## config.mk

```make
export PLATFORM = sky130hd
export DESIGN_NAME = fifo_push_arbiter
export DESIGN_NICKNAME = d
export VERILOG_FILES = /design/src/rtl/fifo_arb_pkg.sv /design/src/rtl/rr_arbiter.sv /design/src/rtl/fifo_push_arbiter.sv
export SDC_FILE = /design/constraint.sdc
export NUM_CORES = 1
export LEC_CHECK = 0
export BUFFER_PORTS_ARGS = -buffer_cell sky130_fd_sc_hd__buf_4
export CORE_UTILIZATION = 44
export DETAILED_ROUTE_END_ITERATION = 10
export PLACE_DENSITY_LB_ADDON = 0.1
export SLEW_MARGIN = 20
export SYNTH_ARGS = -nofsm -noshare
export SYNTH_HDL_FRONTEND = slang
export SYNTH_HIERARCHICAL = 1
export SYNTH_SLANG_ARGS = --single-unit
```

## constraint.sdc

```tcl
create_clock -name clk_i -period 3.7 [get_ports clk_i]
set_input_delay 0.74 -clock clk_i [delete_from_list [all_inputs] [get_ports clk_i]]
set_output_delay 0.74 -clock clk_i [all_outputs]
set_load 0.01 [all_outputs]
```

## src/rtl/fifo_arb_pkg.sv

```systemverilog
// Shared types and sizing helpers for the FIFO push arbiter.
package fifo_arb_pkg;

    typedef enum logic [1:0] {
        RUN   = 2'd0,
        FLUSH = 2'd1,
        DRAIN = 2'd2,
        DONE  = 2'd3
    } arb_state_e;

    // Width of a binary index for n items, never below one bit.
    function automatic int unsigned id_width(input int unsigned n);
        int unsigned w;
        w = $clog2(n);
        return (w < 1) ? 1 : w;
    endfunction

endpackage

```

## src/rtl/rr_arbiter.sv

```systemverilog
// Combinational round-robin arbiter: rotate by ptr, priority-encode, unrotate.
module rr_arbiter
    import fifo_arb_pkg::*;
#(
    parameter int unsigned N = 4,
    localparam int unsigned IW = id_width(N)
) (
    input  logic [N-1:0]  req_i,
    input  logic [IW-1:0] ptr_i,
    input  logic          en_i,
    output logic [N-1:0]  gnt_o,
    output logic [IW-1:0] gnt_idx_o
);

    logic [2*N-1:0] dbl;
    logic [N-1:0]   rot;
    logic [IW-1:0]  k;
    logic [IW:0]    sum;
    logic           found;

    // Lowest set bit of the rotated request is the winner; map back to absolute index.
    always_comb begin
        dbl   = {req_i, req_i};
        rot   = N'(dbl >> ptr_i);
        found = 1'b0;
        k     = '0;
        for (int i = 0; i < N; i++) begin
            if (!found && rot[i]) begin
                found = 1'b1;
                k     = IW'(i);
            end
        end
        sum = (IW+1)'(k) + (IW+1)'(ptr_i);
        if (sum >= (IW+1)'(N)) begin
            sum = sum - (IW+1)'(N);
        end
        gnt_idx_o = IW'(sum);
        gnt_o     = '0;
        if (en_i && found) begin
            gnt_o[gnt_idx_o] = 1'b1;
        end
    end

endmodule

```

## src/rtl/fifo_push_arbiter.sv

```systemverilog
// Round-robin push arbiter with flush sequencing in front of a shared FIFO.
module fifo_push_arbiter
    import fifo_arb_pkg::*;
#(
    parameter int unsigned N_REQ        = 4,
    parameter int unsigned WIDTH        = 32,
    parameter int unsigned FLUSH_CYCLES = 4,
    parameter int unsigned SETTLE       = 2,
    localparam int unsigned IDW = id_width(N_REQ)
) (
    input  logic                   clk_i,
    input  logic                   rst_i,
    input  logic [N_REQ-1:0]       req_valid_i,
    input  logic [N_REQ*WIDTH-1:0] req_data_i,
    output logic [N_REQ-1:0]       req_ready_o,
    output logic [IDW+WIDTH-1:0]   fifo_data_o,
    output logic                   fifo_push_o,
    input  logic                   fifo_full_i,
    input  logic                   fifo_empty_i,
    output logic                   fifo_flush_o,
    input  logic                   flush_req_i,
    output logic                   flush_done_o,
    output logic                   busy_o
);

    localparam int unsigned FCW = id_width(FLUSH_CYCLES);
    localparam int unsigned SCW = id_width(SETTLE + 1);

    arb_state_e       state_q, state_d;
    logic [IDW-1:0]   ptr_q, ptr_d;
    logic [FCW-1:0]   flush_cnt_q, flush_cnt_d;
    logic [SCW-1:0]   settle_q, settle_d;

    logic             arb_en;
    logic [N_REQ-1:0] gnt;
    logic [IDW-1:0]   gnt_idx;
    logic             transfer;
    logic [IDW-1:0]   sel;
    logic [WIDTH-1:0] payload;

    // Grants are only offered in RUN with no flush pending, room in the FIFO and out of reset.
    assign arb_en = (state_q == RUN) && !flush_req_i && !fifo_full_i && !rst_i;

    rr_arbiter #(
        .N (N_REQ)
    ) u_arb (
        .req_i     (req_valid_i),
        .ptr_i     (ptr_q),
        .en_i      (arb_en),
        .gnt_o     (gnt),
        .gnt_idx_o (gnt_idx)
    );

    assign transfer    = |(gnt & req_valid_i);
    assign req_ready_o = gnt;
    assign fifo_push_o = transfer;

    // Present the granted payload, or the one at ptr when idle so the bus stays stable.
    always_comb begin
        sel     = transfer ? gnt_idx : ptr_q;
        payload = '0;
        for (int k = 0; k < N_REQ; k++) begin
            if (sel == IDW'(k)) begin
                payload = req_data_i[k*WIDTH +: WIDTH];
            end
        end
    end

    assign fifo_data_o = {sel, payload};

    // State-decoded status outputs.
    assign fifo_flush_o = (state_q == FLUSH);
    assign flush_done_o = (state_q == DONE);
    assign busy_o       = (state_q != RUN);

    // Next-state, pointer and counter logic.
    always_comb begin
        state_d     = state_q;
        ptr_d       = ptr_q;
        flush_cnt_d = flush_cnt_q;
        settle_d    = settle_q;
        case (state_q)
            RUN: begin
                if (transfer) begin
                    ptr_d = (gnt_idx == IDW'(N_REQ - 1)) ? '0 : gnt_idx + IDW'(1);
                end
                if (flush_req_i) begin
                    state_d     = FLUSH;
                    flush_cnt_d = '0;
                end
            end
            FLUSH: begin
                if (flush_cnt_q == FCW'(FLUSH_CYCLES - 1)) begin
                    state_d     = DRAIN;
                    flush_cnt_d = '0;
                    settle_d    = '0;
                end else begin
                    flush_cnt_d = flush_cnt_q + FCW'(1);
                end
            end
            DRAIN: begin
                if (fifo_empty_i) begin
                    settle_d = settle_q + SCW'(1);
                    if (settle_q == SCW'(SETTLE - 1)) begin
                        state_d = DONE;
                    end
                end else begin
                    settle_d = '0;
                end
            end
            DONE: begin
                state_d  = RUN;
                settle_d = '0;
            end
            default: begin
                state_d = RUN;
            end
        endcase
    end

    // State, pointer and counter registers.
    always_ff @(posedge clk_i or posedge rst_i) begin
        if (rst_i) begin
            state_q     <= RUN;
            ptr_q       <= '0;
            flush_cnt_q <= '0;
            settle_q    <= '0;
        end else begin
            state_q     <= state_d;
            ptr_q       <= ptr_d;
            flush_cnt_q <= flush_cnt_d;
            settle_q    <= settle_d;
        end
    end

endmodule
```

==> run summary <==
The kind of launch point of the worst setup path is an input pin. Once placement finished, the instance area stood at 5770 um2. For the final count of pins violating max slew, the log shows 0. The tools report the via count of the first global-routing pass as 4941. The tightest min-delay check is of the in2async type.

The flow ran to the end, but the final reports show violations. 179 I/O pins were placed. Entering global routing, the biggest net connects 98 pins.

In this run the most used layer during global routing was met2. The tools report the wire length of the first global-routing pass as 22.5 mm. For this run, the number of Yosys warnings is 6. CTS saw 8 sinks. The clock arrives with 0.00489 ns of skew. Dividing the synthesized area by the synthesized cell count gives 6.44 um2. Global routing used 3.48% of the available met3 tracks. After filler insertion, the fill cell instance count of the layout stands at 617. The number of buffer and inverter stages on the critical path was 5. The clock input transition at the sequential cells of the worst setup and hold paths was 0.05 ns; the count of maximum capacitance violations was 0. The share of power burned in the clock network is 3.2%. For this run, asynchronously set or reset flops after synthesis account for 100%. In the finished design, the share of the clock period the worst path needs comes to 112%.

At the pin with the least slew margin, the transition time is 0.790 ns. Clock tree synthesis inserted a total of 3 buffers. STA classifies the critical path endpoint as a primary output.

The tools report the logic gate share of total power as 91.7%. The H-tree level count came out at 1. The largest individual stage delay along the critical path comes from the cell sky130_fd_sc_hd__mux2i_4. Setup repair after global routing could not meet its margin everywhere. The design draws 3.51 mW. The overall die width was 96.0 um.

The average wire per cell in the routed design was 17.7 um. Once layout is done, the placed cells without fillers occupy 6510 um2. At the worst endpoint, the required time is 2.96 ns.

Of the cells placed in the final design, the portion with a size suffix greater than 1 is 40.3%. The insertion delay to the later sink of the worst-skew pair is 0.23 ns, and the internal cell power is 1.87 mW. For the number of antenna violations at the first check in global routing, the log shows 0.

Count of unresolved DRC violations after routing: 0. The synthesized design spends more area on one cell type than any other, namely sky130_fd_sc_hd__nand2b_1. Global routing used 30.0% of the available tracks. The met2 track utilization from global routing came out at 56.4%. The final worst setup slack was -0.432 ns; the net switching share of the total power was 46.9%.

In the synthesized netlist the dominant register cell turns out to be sky130_fd_sc_hd__dfrtp_1. The portion of synthesized cell area occupied by the leading cell type is 21.4%, and the cell depth of the worst flop-to-flop path is 11. The count of nets left with antenna violations once routing finished came out at 0.

The power density over cell area came out at 540 nW/um2. The die covers 9220 um2. The time the worst path needs with I/O delays and setup is 4.13 ns, and the count of endpoints failing hold in the final timing report is 0.

The run gives 0 as the number of diodes. Counting instances in the post-synthesis netlist gives the leading cell types as sky130_fd_sc_hd__nand2b_1, sky130_fd_sc_hd__nand2_1, sky130_fd_sc_hd__a211oi_1, sky130_fd_sc_hd__nor2_1, sky130_fd_sc_hd__mux2i_1. TritonCTS built the clock tree. The logs give 47.3% for the relative max-transition margin and 1.65 mW for the power dissipated by switching net loads. Cells fill 77.6% of the core in the end. For this run, the top clock speed supported by timing is 242 MHz. The net count of the finished layout is 943.

In the post-synthesis netlist, the cell with the most instances is sky130_fd_sc_hd__nand2b_1. IR analysis of the VDD net gives a maximum drop of 0.000532 V. After the first detailed-routing iteration, the DRC count stood at 343.

Input and output buffers added on the ports amount to 178. For the cell row count, the log shows 33. Using the TritonRoute via totals, the vias-per-cell ratio works out to 6.09. The total grt overflow is 0.

The die extent in y is 96.0 um, and the count of cell types in the netlist is 38. The post-synthesis sequential element count works out to 8. Sequential cells burn 5.1% of the power.

For the register area share after synthesis, the log shows 5.15%. The instance count of the mapped netlist was 604; the cell area after technology mapping was 3890 um2. Across all hold checks on the routed design, the worst slack comes to 0.472 ns. In this run, synthesis inferred 0 flip-flops with an integrated enable. For the post-DP HPWL, the log shows 10.2 mm.

Counting along the longest clock path gives a buffer depth of 2. Setup violations remaining at the end of the flow were counted as 34. The layout-stage area growth over the synthesis result works out to 67.3%. The final reports fail on setup timing. Ranked by total cell area, the synthesized netlist is headed by sky130_fd_sc_hd__nand2b_1, sky130_fd_sc_hd__a211oi_1, sky130_fd_sc_hd__nand2_1, sky130_fd_sc_hd__mux2i_1, sky130_fd_sc_hd__a311oi_1.

Traced cell by cell, the critical path runs through buf_6 > buf_6 > o22ai_2 > nand2_1 > o211ai_1 > ha_4 > xor2_4 > nand2_2 > mux2i_4 > a22oi_2 > nand2_2 > mux2i_4 > buf_6 > buf_12 > mux2i_2 > buf_4. For the global routing usage on met1, the log shows 35.2%. The floorplan step defined a core boundary enclosing 8380 um2. Summed over all cells, the static leakage comes to 2.91 nW. At the worst endpoint, the arrival time is 3.39 ns. The run gives 46.4% as the initial standard-cell utilization of the core.

In this run the number of cells on the critical path is 16. The first-pass iteration count of the detailed router was 5. The most numerous cell type found on the critical path is sky130_fd_sc_hd__buf_6. Along the worst path, the maximum fanout reaches 7.

In this design, the largest share of critical-path delay is due to multiplexers. The tree is rooted in a sky130_fd_sc_hd__clkbuf_8. The worst stage delay on the critical path was 0.30 ns; the via total after detailed routing was 5483. Routability-driven placement finished with a final weighted congestion of 0.858. The critical path in this run is classified as in2out.

Wires add up to 16.0 mm. The tools report the net count after synthesis as 750.
## placed cells by master, fill, tap and decap left out, drive strengths merged
| cell type | n |
|---|---|
| a211oi | 65 |
| dfrtp | 8 |
| a22o | 2 |
| a311oi | 32 |
| xnor2 | 2 |
| o22a | 2 |
| inv | 9 |
| o32a | 1 |
| ha | 9 |
| a22oi | 35 |
| o21a | 1 |
| nand2b | 133 |
| mux2i | 38 |
| a31oi | 1 |
| xor2 | 1 |
| o21ai | 4 |
| a211o | 1 |
| nor3 | 3 |
| mux2 | 4 |
| a32o | 1 |
| o41ai | 2 |
| or4 | 1 |
| nor2 | 39 |
| nor4 | 1 |
| o22ai | 2 |
| nand2 | 107 |
| o211ai | 1 |
| clkbuf | 8 |
| a21oi | 34 |
| buf | 249 |
## cell type report
class,instances,area [um2],share of cell area (%)
flip-flops and latches,8,205,3.15
well taps,105,131,2.02
inverters,9,33.8,0.519
repair buffers,253,2330,35.9
multi-input cells,522,3760,57.8
clock buffers,4,45.0,0.692
## cell families after synthesis
logic type	count (synthesis)	synth area share (%)
AND/OR/NAND/NOR	284	36.3
AO/OA/AOI/OAI	184	35.0
buffers and inverters	74	8.78
multiplexers	42	11.3
adder cells (fa/ha/maj)	9	2.89
flip-flops	8	5.15
XOR/XNOR	3	0.676
## per-layer routing
| metal | vias up | wire, um |
|---|---|---|
| met3 | 29 | 1320 |
| met2 | 274 | 8210 |
| met5 | - | 0 |
| li1 | 2551 | - |
| met1 | 2629 | 6150 |
| met4 | 0 | 277 |
## metrics by stage
step | setup TNS (ns) | cells | worst slack [ns]
floorplan | -8.73 | 604 | -0.287
global placement | -11.13 | 877 | -0.487
detailed placement | -13.74 | 877 | -0.545
CTS | -10.36 | 887 | -0.371
global route | -16.01 | 901 | -0.555
finish | -12.23 | 901 | -0.432
## state kept, by name, indices dropped and copies added, names as in the netlist
signal	cells
flush_cnt_q	2
ptr_q	2
settle_q	2
state_q	2
## worst paths after layout
kind	to	slack, ns	startpoint
max	fifo_data_o[30]	-0.43	req_valid_i[3]
min	settle_q[1]$_DFFE_PP0P_	0.47	rst_i
max reg2reg	ptr_q[0]$_DFFE_PP0P_	0.77	ptr_q[0]$_DFFE_PP0P_
min reg2reg	flush_cnt_q[1]$_DFFE_PP0P_	0.51	flush_cnt_q[1]$_DFFE_PP0P_
max in group asynchronous	ptr_q[1]$_DFFE_PP0P_	2.96	rst_i
min in group clk_i	flush_cnt_q[1]$_DFFE_PP0P_	0.51	flush_cnt_q[1]$_DFFE_PP0P_
## power by group through the flow
stage / Clock, mW / Combinational (mW) / Sequential, mW
6_report: 0.111 / 3.22 / 0.180
4_1_cts: 0.113 / 3.02 / 0.168
3_3_place_gp: 0 / 2.76 / 0.161
5_1_grt: 0.119 / 3.46 / 0.187
3_5_place_dp: 0 / 2.84 / 0.165
2_1_floorplan: 0 / 1.82 / 0.148
## timing repair
item,CTS,global route
endpoints found under the hold margin,0,0
setup endpoints to repair,34,35
hold buffers,0,0
pin swaps,11,20
gates cloned,3,4
gates resized for setup,32,52
buffers inserted,4,11
No activity file was read; power rests on OpenSTA's default activity.
